$ cat src/rtl/cam_capture_ctrl_if.sv
// Frame-buffer port bundle: camera write bus, reader request/response and the RAM port.
interface cam_capture_ctrl_if;
    localparam int unsigned AW = 16;
    localparam int unsigned DW = 24;

    logic          cam_we;
    logic [AW-1:0] cam_addr;
    logic [DW-1:0] cam_data;

    logic          rd_req;
    logic [AW-1:0] rd_addr;
    logic          rd_gnt;
    logic          rd_valid;
    logic [DW-1:0] rd_data;

    logic [AW-1:0] mem_addr;
    logic [DW-1:0] mem_wdata;
    logic          mem_we;
    logic [DW-1:0] mem_rdata;

    // Environment side: camera, reader and the RAM model.
    modport master (
        output cam_we, cam_addr, cam_data, rd_req, rd_addr, mem_rdata,
        input  rd_gnt, rd_valid, rd_data, mem_addr, mem_wdata, mem_we
    );

    // Controller side.
    modport slave (
        input  cam_we, cam_addr, cam_data, rd_req, rd_addr, mem_rdata,
        output rd_gnt, rd_valid, rd_data, mem_addr, mem_wdata, mem_we
    );
endinterface

$ cat src/rtl/cam_capture_ctrl.sv
// Single-frame capture sequencer and frame-buffer port arbiter between camera writer and reader.
// Frame handback input is named frame_release since "release" is a reserved word.
module cam_capture_ctrl #(
    parameter int unsigned   FIELDS  = 2,
    parameter int unsigned   TW      = 24,
    parameter logic [TW-1:0] TIMEOUT = TW'(1000000)
) (
    input  logic              clk_27,
    input  logic              reset,
    input  logic              start,
    input  logic              frame_release,
    input  logic              vid_vs,
    cam_capture_ctrl_if.slave bus,
    output logic              busy,
    output logic              frame_ready,
    output logic              timeout_err
);
    localparam int unsigned CW = 4;
    localparam int unsigned DW = 24;

    typedef enum logic [1:0] {IDLE, ARM, CAPTURE, HOLD} state_t;

    state_t        state, state_n;
    logic [CW-1:0] fcnt, fcnt_n, fcnt_inc;
    logic [TW-1:0] wdog, wdog_n, wdog_inc;
    logic          abort_n;
    logic          cam_own, rd_own;
    logic          vs_s1, vs_s2, vs_d, vs_rise;
    logic          gnt_q;
    logic [DW-1:0] rd_hold;

    assign vs_rise  = vs_s2 & ~vs_d;
    assign fcnt_inc = fcnt + CW'(1);
    assign wdog_inc = wdog + TW'(1);

    // Reader grant is combinational so a request is answered in the cycle it is made.
    assign bus.rd_gnt  = rd_own & bus.rd_req;
    // RAM output is presented directly in the valid cycle and held afterwards.
    assign bus.rd_data = bus.rd_valid ? bus.mem_rdata : rd_hold;

    always_comb begin
        state_n = state;
        fcnt_n  = fcnt;
        wdog_n  = '0;
        abort_n = 1'b0;
        cam_own = 1'b0;
        rd_own  = 1'b0;
        case (state)
            IDLE: begin
                rd_own = 1'b1;
                if (start) state_n = ARM;
            end
            ARM: begin
                wdog_n = wdog_inc;
                if (vs_rise) begin
                    state_n = CAPTURE;
                    fcnt_n  = '0;
                    wdog_n  = '0;
                end else if (wdog_inc == TIMEOUT) begin
                    state_n = IDLE;
                    abort_n = 1'b1;
                    fcnt_n  = '0;
                    wdog_n  = '0;
                end
            end
            CAPTURE: begin
                wdog_n  = wdog_inc;
                cam_own = 1'b1;
                if (vs_rise) begin
                    fcnt_n = fcnt_inc;
                    wdog_n = '0;
                    // The field boundary that completes the frame must not leak a write.
                    if (fcnt_inc == CW'(FIELDS)) begin
                        state_n = HOLD;
                        cam_own = 1'b0;
                    end
                end else if (wdog_inc == TIMEOUT) begin
                    state_n = IDLE;
                    abort_n = 1'b1;
                    cam_own = 1'b0;
                    fcnt_n  = '0;
                    wdog_n  = '0;
                end
            end
            HOLD: begin
                rd_own = 1'b1;
                if (start)              state_n = ARM;
                else if (frame_release) state_n = IDLE;
            end
            default: state_n = IDLE;
        endcase
    end

    always_ff @(posedge clk_27) begin
        if (reset) begin
            state       <= IDLE;
            fcnt        <= '0;
            wdog        <= '0;
            timeout_err <= 1'b0;
            busy        <= 1'b0;
            frame_ready <= 1'b0;
            vs_s1       <= 1'b0;
            vs_s2       <= 1'b0;
            vs_d        <= 1'b0;
        end else begin
            state       <= state_n;
            fcnt        <= fcnt_n;
            wdog        <= wdog_n;
            timeout_err <= abort_n;
            busy        <= (state_n == ARM) || (state_n == CAPTURE);
            frame_ready <= (state_n == HOLD);
            vs_s1       <= vid_vs;
            vs_s2       <= vs_s1;
            vs_d        <= vs_s2;
        end
    end

    // Registered RAM port mux and read-return pipeline.
    always_ff @(posedge clk_27) begin
        if (reset) begin
            bus.mem_we    <= 1'b0;
            bus.mem_addr  <= '0;
            bus.mem_wdata <= '0;
            bus.rd_valid  <= 1'b0;
            gnt_q         <= 1'b0;
            rd_hold       <= '0;
        end else begin
            bus.mem_we <= cam_own & bus.cam_we;
            if (cam_own) begin
                bus.mem_addr  <= bus.cam_addr;
                bus.mem_wdata <= bus.cam_data;
            end else if (bus.rd_gnt) begin
                bus.mem_addr  <= bus.rd_addr;
            end
            gnt_q        <= bus.rd_gnt;
            bus.rd_valid <= gnt_q;
            if (bus.rd_valid) rd_hold <= bus.mem_rdata;
        end
    end
endmodule
$ cat src/flat_wrapper.sv
// flat-port wrapper written by rule: the top's interface ports become plain ports
module cam_capture_ctrl_flat 
#(
    parameter int unsigned   FIELDS  = 2,
    parameter int unsigned   TW      = 24,
    parameter logic [TW-1:0] TIMEOUT = TW'(1000000)
)
  (clk_27, reset, start, frame_release, vid_vs, busy, frame_ready, timeout_err, bus_cam_we, bus_cam_addr, bus_cam_data, bus_rd_req, bus_rd_addr, bus_mem_rdata, bus_rd_gnt, bus_rd_valid, bus_rd_data, bus_mem_addr, bus_mem_wdata, bus_mem_we);
  cam_capture_ctrl_if bus_i ();
  input  logic clk_27;
  input  logic reset;
  input  logic start;
  input  logic frame_release;
  input  logic vid_vs;
  output logic busy;
  output logic frame_ready;
  output logic timeout_err;
  input wire logic [$bits(bus_i.cam_we)-1:0] bus_cam_we;
  input wire logic [$bits(bus_i.cam_addr)-1:0] bus_cam_addr;
  input wire logic [$bits(bus_i.cam_data)-1:0] bus_cam_data;
  input wire logic [$bits(bus_i.rd_req)-1:0] bus_rd_req;
  input wire logic [$bits(bus_i.rd_addr)-1:0] bus_rd_addr;
  input wire logic [$bits(bus_i.mem_rdata)-1:0] bus_mem_rdata;
  output wire logic [$bits(bus_i.rd_gnt)-1:0] bus_rd_gnt;
  output wire logic [$bits(bus_i.rd_valid)-1:0] bus_rd_valid;
  output wire logic [$bits(bus_i.rd_data)-1:0] bus_rd_data;
  output wire logic [$bits(bus_i.mem_addr)-1:0] bus_mem_addr;
  output wire logic [$bits(bus_i.mem_wdata)-1:0] bus_mem_wdata;
  output wire logic [$bits(bus_i.mem_we)-1:0] bus_mem_we;
  assign bus_i.cam_we = bus_cam_we;
  assign bus_i.cam_addr = bus_cam_addr;
  assign bus_i.cam_data = bus_cam_data;
  assign bus_i.rd_req = bus_rd_req;
  assign bus_i.rd_addr = bus_rd_addr;
  assign bus_i.mem_rdata = bus_mem_rdata;
  assign bus_rd_gnt = bus_i.rd_gnt;
  assign bus_rd_valid = bus_i.rd_valid;
  assign bus_rd_data = bus_i.rd_data;
  assign bus_mem_addr = bus_i.mem_addr;
  assign bus_mem_wdata = bus_i.mem_wdata;
  assign bus_mem_we = bus_i.mem_we;
  cam_capture_ctrl #(.FIELDS(FIELDS), .TW(TW), .TIMEOUT(TIMEOUT)) u_core (.clk_27(clk_27), .reset(reset), .start(start), .frame_release(frame_release), .vid_vs(vid_vs), .bus(bus_i), .busy(busy), .frame_ready(frame_ready), .timeout_err(timeout_err));
endmodule
$ cat config.mk
export PLATFORM = sky130hd
export DESIGN_NAME = cam_capture_ctrl_flat
export DESIGN_NICKNAME = d
export VERILOG_FILES = /design/src/rtl/cam_capture_ctrl_if.sv /design/src/rtl/cam_capture_ctrl.sv /design/src/flat_wrapper.sv
export SDC_FILE = /design/constraint.sdc
export NUM_CORES = 1
export LEC_CHECK = 0
export ABC_AREA = 1
export CORE_ASPECT_RATIO = 0.6
export CORE_MARGIN = 4
export CORE_UTILIZATION = 51
export DETAILED_ROUTE_END_ITERATION = 12
export PLACE_DENSITY = 0.94
export SLEW_MARGIN = 40
export SYNTH_ARGS = -nofsm -noshare
export SYNTH_HDL_FRONTEND = slang
export SYNTH_SLANG_ARGS = --single-unit
export TNS_END_PERCENT = 30
$ cat constraint.sdc
create_clock -name clk_27 -period 5.3 [get_ports clk_27]
set_input_delay 0.795 -clock clk_27 [delete_from_list [all_inputs] [get_ports clk_27]]
set_output_delay 0.795 -clock clk_27 [all_outputs]
set_load 0.005 [all_outputs]
Word level (Yosys, flattened, before mapping):

Index checks and enable logic that the tools add are counted.

* bits of input ports: 87
* logic and storage cells: 59
* flip-flop bits (word level): 103
* output and inout port bits: 70

* add/subtract/negate cells: 2
* equality and inequality tests: 8
* muxes and demuxes: 21
* bitwise gates (word level): 5
* reductions and logical operators: 8

Operator list (number)
* $mux 16: 2
* $add 24x1->24 const B: 1
* $eq 24x20->1 const B: 1
* $mux 24: 1
* $mux 2: 7
* $mux 4: 3
* $eq 2x2->1 const B: 4
* $pmux 2 s4: 1
* $pmux 4 s2: 1
* $mux 1: 6
* $add 4x1->4 const B: 1
* $eq 2x1->1 const B: 2
* $eq 4x2->1 const B: 1
* $reduce_bool 2->1: 2
* $reduce_or 2->1: 2
* $reduce_or 4->1: 1
* $and 1x1->1: 3
* $reduce_or 3->1: 1
* $logic_not 2->1: 1
* $not 1->1: 2
* $logic_or 1x1->1: 1

Logic depth before layout (Yosys ltp):

Gate-level depths: netlist (run 1).

* depth in word-level cells: 7
* gate-level depth with buffers: 21
* gate-level depth less buffers: 21

Least setup slack after synthesis (run 1):

OpenSTA, ideal clock, no wires.

* path kind: register to output
* from: register u_core.state[0]
* to: output bus_rd_gnt
* data arrival time: 1.637 ns
* path buffers: 1
* data required time: 4.505 ns
* stages on the path, launching flop included: 7
* setup slack: 2.868 ns
* cell sequence: dfxtp_1 -> inv_1 -> ha_1 -> inv_1 -> nand2_1 -> clkinv_1 -> clkbuf_1

* cells in the longest elaborated chain, start to end: 4
* elaborated cells on any way between the ends: 5
* classes of those cells: eq/ne (1); mux (1); bitwise (1); reduce/logical (2)

Ends and longest elaborated chain
* start, declared: RTL line cam_capture_ctrl.sv:23 `state_t state, state_n;`
* start signal, assigned: RTL line cam_capture_ctrl.sv:106 `state <= state_n;`
* $eq 2x2->1 / $logic_not 2->1 (equally long branches): RTL line cam_capture_ctrl.sv:48 `case (state)`
* $reduce_or 2->1 (no line) (*)
* $mux 1 (*): RTL line cam_capture_ctrl.sv:48
* $and 1x1->1 (*): RTL line cam_capture_ctrl.sv:37 `assign bus.rd_gnt = rd_own & bus.rd_req;`
* end, declared: RTL line flat_wrapper.sv:24 `output wire logic [$bits(bus_i.rd_gnt)-1:0] bus_rd_gnt;`

Mark *: on every way between the ends. The rest lies on a longest branch, timed or not.

Worst setup path in the final report (run 1):

Ends and elaborated chain as after synthesis.

==> summary.txt, run 1 <==
Register area: 2060 sq um
Layout cells sized above 1: 8.38%
Avg Inst Size Synth: 6.88 sq um
Crit path max-delay family: buffers and inverters
Most common library cell in the layout ignoring fill and taps: nand2_1
First-pass GRT wire length: 23100 um
Compound-cell area share of the yosys netlist: 11.0%
Outcome: completed
Hold_buf cts: 0
Crit path DAT: 2.80 ns
R2R Path Start: u_core.wdog[0]$_SDFF_PP0_
Die Height: 85.1 um
GRT Total Usage: 24.6%
Critical Path Slowest Stage Cell: clkdlybuf4s50_1
Max cap viols: 0
Hold EP: u_core.bus.rd_valid$_SDFF_PP0_
# diodes: 0
Vias in the first global route: 4764
Register area share after synthesis: 40.8%
Pwr per Cell Area: 257 nW/um^2
CP Launch Type: register
Final Slew Violations: 0
GPL Wtd Cong: 1.03
Via count: 5249
Normalized max-slew margin: 48.2%
Hold WS: 0.406 ns
Die area: 11600 sq um
CTS tree: built
Worst Path Required: 4.51 ns
Die width: 136 um
Critical-path cell list: inv_1, ha_1, inv_1, nand2_1, buf_4, clkinv_1, clkdlybuf4s50_1
Vias per cell: 5.18
I/O Pins: 157
Multi-input logic area: 2560 sq um
Core Area: 9390 sq um
FP Rows: 27
Syn Inst Count: 734
Clk slew on worst S/H paths: 0.07 ns
Min Tclk post-route: 3.60 ns
Peak supply drop: 182 uV
CP most frequent cell: inv_1
Syn nets: 830
Clk buf depth: 2
Post-synth EDFFs: 0
Mux share of post-synthesis cell area: 0%
Post-synth ARST share: 0%
DRC viols: 0
DRT antenna net count: 0
Clock latency on the worst-skew pair: 0.34 ns
Fin Clk Skew: 0.00834 ns
Total number of H-tree levels: 3
Setup CP Type: reg2out
Post-CTS Setup Inserts: 0
Crit end category: output port
Worst-margin pin slew: 0.776 ns
Sum Neg Setup Slack: 0 ns
Post-synth cell types: 36
Largest net degree at the start of global routing: 59
Final Hold Fails: 0
Largest family of logic cells by synthesized area: simple AND/OR/NAND/NOR gates
WL per Instance: 14.4 um
Post_cts resized: 0
R2r endpoint: u_core.bus.mem_wdata[14]$_SDFFE_PP0N_
Dpl hpwl: 10800 um
1st-pass router iterations: 6
Area Growth Syn to Fin: 38.3%
# setup viols final: 0
Worst-path maximum fanout: 18
CTS root buffer: clkbuf_16
Worst path bufs/invs: 5
Pwr Total: 1.79 mW
R2R Setup Slk: 1.85 ns
Min-delay worst type: reg2reg
Ys Warns: 0
Hold path cells: 2
Adder-Cell Fraction of Synth Area: 2.23%
Synth Cell Area: 5050 sq um
Clk sinks: 103
Stages on the worst setup path: 7
#FFs+latches synth: 103
Period utilization: 67.9%
Initial antenna violation count: 0
Port bufs: 156
Most frequent cells in the layout: nand2_1 (219), clkdlybuf4s50_1 (155), nor2_1 (115)
Fmax: 278 MHz
Peak per-stage delay on the critical path: 0.57 ns
LEAKAGE: 2.83 nW
Min-delay src: u_core.gnt_q$_SDFF_PP0_
Initial core utilization: 53.8%
Remaining Overflow, GRT: 0
Unrepaired setup endpoints after global routing: no
Nets: 974
Core Util, Final: 74.4%
Synth Area in XOR/XNOR: 0.694%
Fillers: 685
Ys flop type: dfxtp_1
R2R depth: 16
Final wirelength: 14600 um
Simple-Gate Fraction of Synth Area: 36.7%
Clock buffer count from CTS: 9
Initial drt markers: 482
[cells in the mapped netlist (2+ instances only)]
| cell | number | area share [%] |
|---|---|---|
| nand3_2 | 16 | 3.2 |
| buf_12 | 2 | 0.79 |
| clkinv_1 | 2 | 0.15 |
| ha_1 | 9 | 2.2 |
| nand4_1 | 6 | 0.74 |
| nor2_4 | 4 | 0.89 |
| nand2_1 | 219 | 16 |
| xnor2_1 | 3 | 0.52 |
| nor3_1 | 2 | 0.20 |
| clkbuf_1 | 14 | 1.0 |
| o21ai_1 | 6 | 0.59 |
| o21bai_1 | 2 | 0.30 |
| nand3b_1 | 3 | 0.45 |
| o21ai_0 | 28 | 2.8 |
| nor2_2 | 7 | 0.87 |
| nand2_2 | 5 | 0.62 |
| buf_1 | 3 | 0.22 |
| dfxtp_1 | 103 | 41 |
| nor2_1 | 115 | 8.5 |
| a21oi_1 | 42 | 4.2 |
| nand3_1 | 41 | 4.1 |
| inv_1 | 68 | 5.1 |
| buf_2 | 6 | 0.59 |
| a21oi_2 | 16 | 2.8 |
[worst max-delay path by stage]
stage / startpoint / endpoint / slack (ns)
4_1_cts: u_core.state[0]$_SDFF_PP0_ / bus_rd_gnt / 1.72
6_report: u_core.state[0]$_SDFF_PP0_ / bus_rd_gnt / 1.70
3_3_place_gp: reset / u_core.wdog[14]$_SDFF_PP0_ / 1.92
2_1_floorplan: u_core.state[0]$_SDFF_PP0_ / bus_rd_gnt / 2.87
5_1_grt: u_core.wdog[0]$_SDFF_PP0_ / u_core.bus.mem_wdata[4]$_SDFFE_PP0N_ / 1.46
3_5_place_dp: u_core.wdog[0]$_SDFF_PP0_ / u_core.bus.mem_wdata[14]$_SDFFE_PP0N_ / 1.94
[per-layer routing]
layer | share of wire (%) | global-route usage [%]
met5 | 0 | 0
met1 | 42 | 31.8
met4 | 1.1 | 5.31
met3 | 11 | 9.12
met2 | 46 | 39.6
[metrics by stage]
stage | cell area, sq um | setup slack (ns) | std cells
global route | 6990 | 1.46 | 1013
global placement | 6630 | 1.92 | 995
CTS | 6990 | 1.72 | 1013
detailed placement | 6640 | 1.94 | 997
floorplan | 5050 | 2.87 | 734
finish | 6990 | 1.70 | 1013
[power by group]
group	leakage, nW	internal (mW)	switching [mW]	total [mW]
Clock	0.165	0.453	0.282	0.735
Sequential	0.836	0.800	0.0196	0.819
Combinational	1.83	0.133	0.106	0.239
Total	2.83	1.39	0.407	1.79
[worst min-delay path, stage by stage (launching register included)]
cell and delay (ns):
dfxtp_1 0.30, inv_1 0.05, nor2_1 0.03
[cell families (layout without fill, tap and decap cells)]
| group | Yosys count | count (layout) |
|---|---|---|
| and+or+nand+nor | 422 | 422 |
| DFF | 103 | 103 |
| buffers and inverters | 99 | 248 |
| AOI/OAI and AO/OA | 97 | 97 |
| adders and majority gates | 9 | 9 |
| xor gates and xnor gates | 4 | 4 |
[flip-flops by register name, indices dropped and copies added, names as in the netlist, 2 cells and up]
register and flops:
u_core.bus.mem_wdata 24, u_core.rd_hold 24, u_core.wdog 24, u_core.bus.mem_addr 16, u_core.fcnt 4, u_core.state 2
[area by class of cell]
class                   instances  share of cell area, %
well taps                     130                   2.33
clock buffers                  12                   3.82
flip-flops and latches        103                   29.5
multi-input cells             532                   36.6
repair buffers                161                   22.8
inverters                      71                   3.82
clock inverters                 4                   1.09
No activity file was read; power rests on OpenSTA's default activity.
==> run 2, diff against run 1 <==
--- a/config.mk
+++ b/config.mk
@@ -8,9 +8,9 @@
 export ABC_AREA = 1
 export CORE_ASPECT_RATIO = 0.6
 export CORE_MARGIN = 4
-export CORE_UTILIZATION = 51
+export CORE_UTILIZATION = 47
 export DETAILED_ROUTE_END_ITERATION = 12
-export PLACE_DENSITY = 0.94
+export PLACE_DENSITY = 0.89
 export SLEW_MARGIN = 40
 export SYNTH_ARGS = -nofsm -noshare
 export SYNTH_HDL_FRONTEND = slang
==> constraint.sdc (replaced) <==
create_clock -name clk_27 -period 3.7 [get_ports clk_27]
set_input_delay 0.555 -clock clk_27 [delete_from_list [all_inputs] [get_ports clk_27]]
set_output_delay 0.555 -clock clk_27 [all_outputs]
set_load 0.005 [all_outputs]
==> run 2 against run 1 <==
Net effect: routed wire length is 1.6% higher; cell count is 0.69% higher; sequential cell count stayed put; via count is 0.57% lower; worst setup slack worse by 1.2 ns; critical endpoint is now u_core.bus.mem_wdata[21]$_SDFFE_PP0N_; largest cell class unchanged.
==> summary.txt, run 2 (synthesis results as in run 1) <==
Sum Neg Setup Slack: 0 ns
Design Area, Final: 6950 sq um
Fillers: 828
Initial core utilization: 49.7%
Worst Setup SP: u_core.wdog[0]$_SDFF_PP0_
Setup crit end: u_core.bus.mem_wdata[21]$_SDFFE_PP0N_
Worst-path maximum fanout: 34
Pwr per Cell Area: 350 nW/um^2
Peak supply drop: 242 uV
R2R Path Start: u_core.wdog[0]$_SDFF_PP0_
Post-CTS Setup Inserts: 0
First-pass GRT wire length: 23600 um
Final Hold Fails: 0
Clk sinks: 103
Layout cells sized above 1: 8.36%
WL per Instance: 14.5 um
CP most frequent cell: nand2_1
DRT antenna net count: 0
# setup viols final: 0
Die width: 142 um
Area Growth Syn to Fin: 37.5%
LEAKAGE: 2.81 nW
GRT Total Usage: 23.3%
Normalized max-slew margin: 49.5%
Post_cts resized: 0
Worst-margin pin slew: 0.757 ns
Most common library cell in the layout ignoring fill and taps: nand2_1
Nets: 976
Dpl cells: 1004
Dpl hpwl: 10900 um
1st-pass router iterations: 6
CP Launch Type: register
Remaining Overflow, GRT: 0
DRC viols: 0
Final Non-Filler Cells: 1020
Setup CP Type: reg2reg
Min Tclk post-route: 3.23 ns
Unrepaired setup endpoints after global routing: no
Core Area: 10200 sq um
FP Rows: 28
Critical Path Slowest Stage Cell: inv_1
I/O Pins: 157
Die Height: 88.3 um
Hold_buf cts: 0
Clock latency on the worst-skew pair: 0.35 ns
Period utilization: 87.2%
Vias in the first global route: 4848
Worst Path Required: 3.94 ns
Outcome: completed
Initial drt markers: 439
Clk slew on worst S/H paths: 0.07 ns
Hold WS: 0.412 ns
Vias per cell: 5.12
Final wirelength: 14800 um
Peak per-stage delay on the critical path: 0.46 ns
Port bufs: 156
Initial antenna violation count: 0
Placed cell areas: 6660 sq um
Max cap viols: 0
Fin Clk Skew: 0.00899 ns
Clock buffer count from CTS: 9
Final setup margin: 0.472 ns
CTS root buffer: clkbuf_16
Clk buf depth: 2
Most frequent cells in the layout: nand2_1 (219), clkdlybuf4s50_1 (155), nor2_1 (115)
R2R depth: 16
Total number of H-tree levels: 3
Crit path DAT: 3.47 ns
Critical-path cell list: ha_1, nand2_1, nor2_4, nand2_1, nor2_1, nand2_1, nand2_1, nand2_1, nor2_1, nand2_1, nor2_2, nand3_4, nand2_4, inv_1, nor2_1, nor2_1
Via count: 5219
GPL Wtd Cong: 0.946
Biggest regs: u_core.bus.mem_wdata x24, u_core.rd_hold x24, u_core.wdog x24
Dpl ws: 0.523 ns
Final Slew Violations: 0
Min-delay worst type: reg2reg
R2r endpoint: u_core.bus.mem_wdata[21]$_SDFFE_PP0N_
Die area: 12500 sq um
Fmax: 310 MHz
Largest net degree at the start of global routing: 51
Crit end category: register
# diodes: 0
CTS tree: built
R2R Setup Slk: 0.47 ns
-- run 2: worst min path at each step --
stage	slack, ns	cells after the start	to	startpoint
floorplan	0.39	2	u_core.bus.rd_valid$_SDFF_PP0_	u_core.gnt_q$_SDFF_PP0_
global placement	0.39	2	u_core.vs_s2$_SDFF_PP0_	u_core.vs_s1$_SDFF_PP0_
detailed placement	0.40	2	u_core.bus.rd_valid$_SDFF_PP0_	u_core.gnt_q$_SDFF_PP0_
CTS	0.41	2	u_core.vs_s2$_SDFF_PP0_	u_core.vs_s1$_SDFF_PP0_
global route	0.43	2	u_core.vs_s2$_SDFF_PP0_	u_core.vs_s1$_SDFF_PP0_
finish	0.41	2	u_core.vs_s2$_SDFF_PP0_	u_core.vs_s1$_SDFF_PP0_
-- run 2: worst max-delay path: cells and delay by family, from the launching register on --
family | cells | cell delay, ns
fa+ha+maj | 1 | 0.22
buf+inv | 1 | 0.46
flops | 1 | 0.40
simple gates | 14 | 2.04
-- run 2: metrics by stage --
stage               total power, mW  util (%)
floorplan                      1.34         -
global placement               1.53      65.6
detailed placement             1.54      65.6
CTS                            2.44      68.4
global route                   2.52      68.4
finish                         2.43      68.4
-- run 2: metal layers --
layer	track usage [%]	vias up	share of wire [%]	wire length (um)
li1	-	2596	-	-
met1	32.2	2339	45	6720
met2	35.7	256	43	6300
met3	7.13	28	10	1530
met4	6.62	0	1.8	260
met5	0	-	0	0
-- run 2: power by group --
part	internal (mW)	switching, mW	leakage [nW]
sequential	1.14	0.0249	0.836
clock	0.469	0.444	0.129
combinational	0.192	0.156	1.84
-- run 2: area by class of cell --
type                    count  area, sq um  share of cell area, %
clock inverters             6         53.8                  0.775
inverters                  71          267                   3.84
flip-flops and latches    103         2060                   29.7
repair buffers            163         1610                   23.2
well taps                 135          169                   2.43
clock buffers              10          229                   3.30
multi-input cells         532         2560                   36.8
==> run 3, diff against run 2 <==
--- a/config.mk
+++ b/config.mk
@@ -8,9 +8,11 @@
 export ABC_AREA = 1
 export CORE_ASPECT_RATIO = 0.6
 export CORE_MARGIN = 4
-export CORE_UTILIZATION = 47
+export CORE_UTILIZATION = 48
+export CTS_BUF_LIST = sky130_fd_sc_hd__clkbuf_8
 export DETAILED_ROUTE_END_ITERATION = 12
-export PLACE_DENSITY = 0.89
+export PLACE_DENSITY = 0.9
+export RECOVER_POWER = 50
 export SLEW_MARGIN = 40
 export SYNTH_ARGS = -nofsm -noshare
 export SYNTH_HDL_FRONTEND = slang
==> run 3 against run 2 <==
Net effect: the run now ends with max-capacitance violations, max-slew violations left; highest routed layer unchanged; hold slack improved by 0.0011 ns; combinational power fell by 2%; global-route usage rose by 0.35 points.
==> summary.txt, run 3 (synthesis results as in run 1) <==
Most frequent cells in the layout: nand2_1 (220), nor2_1 (115), clkdlybuf4s50_1 (111)
Fmax: 306 MHz
Crit end category: register
R2R Path Start: u_core.wdog[0]$_SDFF_PP0_
Final Non-Filler Cells: 1019
Hold WS: 0.413 ns
Clock share of power: 33.3%
Final Hold Fails: 0
R2R depth: 16
Worst Path Required: 3.98 ns
CTS root buffer: clkbuf_8
Period utilization: 88.3%
Switching share of power: 26.2%
FP Rows: 28
Fillers: 834
Worst-path maximum fanout: 40
Final setup margin: 0.433 ns
Port bufs: 156
Fin Clk Skew: 0.00765 ns
Vias per cell: 5.13
R2R Setup Slk: 0.43 ns
Final wirelength: 14800 um
Largest net degree at the start of global routing: 51
DRC viols: 0
Initial core utilization: 50.2%
Clk buf depth: 2
Min Tclk post-route: 3.27 ns
Crit path DAT: 3.54 ns
Area Growth Syn to Fin: 35.9%
Final Slew Violations: 51
Dpl cells: 1003
Outcome: finished with violations
Seq pwr share: 51.6%
Met1 WL: 6630 um
Biggest regs: u_core.bus.mem_wdata x24, u_core.rd_hold x24, u_core.wdog x24
Switch Pwr: 0.593 mW
Die Height: 87.5 um
CTS tree: built
Post_cts resized: 0
WL per Instance: 14.6 um
Dpl hpwl: 10600 um
Clock buffer count from CTS: 9
Setup crit end: u_core.bus.mem_wdata[3]$_SDFFE_PP0N_
Pwr per Cell Area: 330 nW/um^2
Core Util, Final: 68.2%
GRT Total Usage: 23.7%
Sum Neg Setup Slack: 0 ns
Max cap viols: 1
Core Area: 10100 sq um
Initial antenna violation count: 0
Hold_buf cts: 0
I/O Pins: 157
Die width: 140 um
Vias in the first global route: 4835
Worst Setup SP: u_core.wdog[0]$_SDFF_PP0_
Unrepaired setup endpoints after global routing: no
Met3 WL: 1570 um
Design Area, Final: 6860 sq um
Pwr Total: 2.26 mW
Worst-margin pin slew: 2.70 ns
Nets: 975
Clk slew on worst S/H paths: 0.10 ns
Met2 wire length: 6310 um
Most common library cell in the layout ignoring fill and taps: nand2_1
Die area: 12300 sq um
Remaining Overflow, GRT: 0
Setup CP Type: reg2reg
Combinational fraction of design power: 15.0%
Register area: 2060 sq um
# setup viols final: 0
LEAKAGE: 2.91 nW
Min-delay worst type: reg2reg
First-pass GRT wire length: 23500 um
GPL Wtd Cong: 0.968
Clock latency on the worst-skew pair: 0.38 ns
Placed cell areas: 6660 sq um
Normalized max-slew margin: -79.9%
Layout cells sized above 1: 8.14%
Top Metal Used: met4
Initial drt markers: 407
Dpl ws: 0.637 ns
Int Pwr: 1.67 mW
Total number of H-tree levels: 3
Multi-input logic area: 2550 sq um
Post-CTS Setup Inserts: 0
R2r endpoint: u_core.bus.mem_wdata[3]$_SDFFE_PP0N_
1st-pass router iterations: 5
DRT antenna net count: 0
Clk sinks: 103
Failing checks: max-capacitance violations, max-slew violations
Peak supply drop: 210 uV
CP Launch Type: register
# diodes: 0
Via count: 5226
==> run 3: layout make-up <==
type	count	share of cell area [%]
multi-input combinational	532	37.2
sequential	103	30.1
timing repair buffer	162	23.3
inverter	71	3.88
tap	135	2.46
clock buffer	10	2.01
clock inverter	6	1.11
==> run 3: power groups by stage <==
stage / sequential, mW / clock, mW / combinational, mW
CTS: 1.17 / 0.768 / 0.346
detailed placement: 1.19 / 0 / 0.342
global route: 1.17 / 0.809 / 0.375
floorplan: 1.19 / 0 / 0.148
global placement: 1.19 / 0 / 0.337
finish: 1.17 / 0.754 / 0.341
==> run 3: worst min path at each step <==
stage	from	to	cells past startpoint
2_1_floorplan	u_core.gnt_q$_SDFF_PP0_	u_core.bus.rd_valid$_SDFF_PP0_	2
3_3_place_gp	u_core.vs_s1$_SDFF_PP0_	u_core.vs_s2$_SDFF_PP0_	2
3_5_place_dp	u_core.gnt_q$_SDFF_PP0_	u_core.bus.rd_valid$_SDFF_PP0_	2
4_1_cts	u_core.vs_s1$_SDFF_PP0_	u_core.vs_s2$_SDFF_PP0_	2
5_1_grt	u_core.vs_s1$_SDFF_PP0_	u_core.vs_s2$_SDFF_PP0_	2
6_report	u_core.vs_s1$_SDFF_PP0_	u_core.vs_s2$_SDFF_PP0_	2
==> run 3: worst max-delay path, stage by stage (launching register included) <==
cell and delay (ns):
dfxtp_1 0.41, ha_1 0.22, nand2_1 0.14, nor2_4 0.17
nand2_1 0.07, nor2_1 0.15, nand2_1 0.07, nand2_1 0.07
nand2_1 0.07, nor2_1 0.13, nand2_1 0.10, nor2_2 0.18
nand3_4 0.24, nand2_4 0.42, inv_1 0.43, nor2_1 0.21
nor2_1 0.07
==> run 3: per-layer routing <==
layer,vias up,global-route usage (%)
met3,31,7.52
met1,2333,32.4
met2,266,35.6
li1,2596,-
met5,-,0
met4,0,7.92
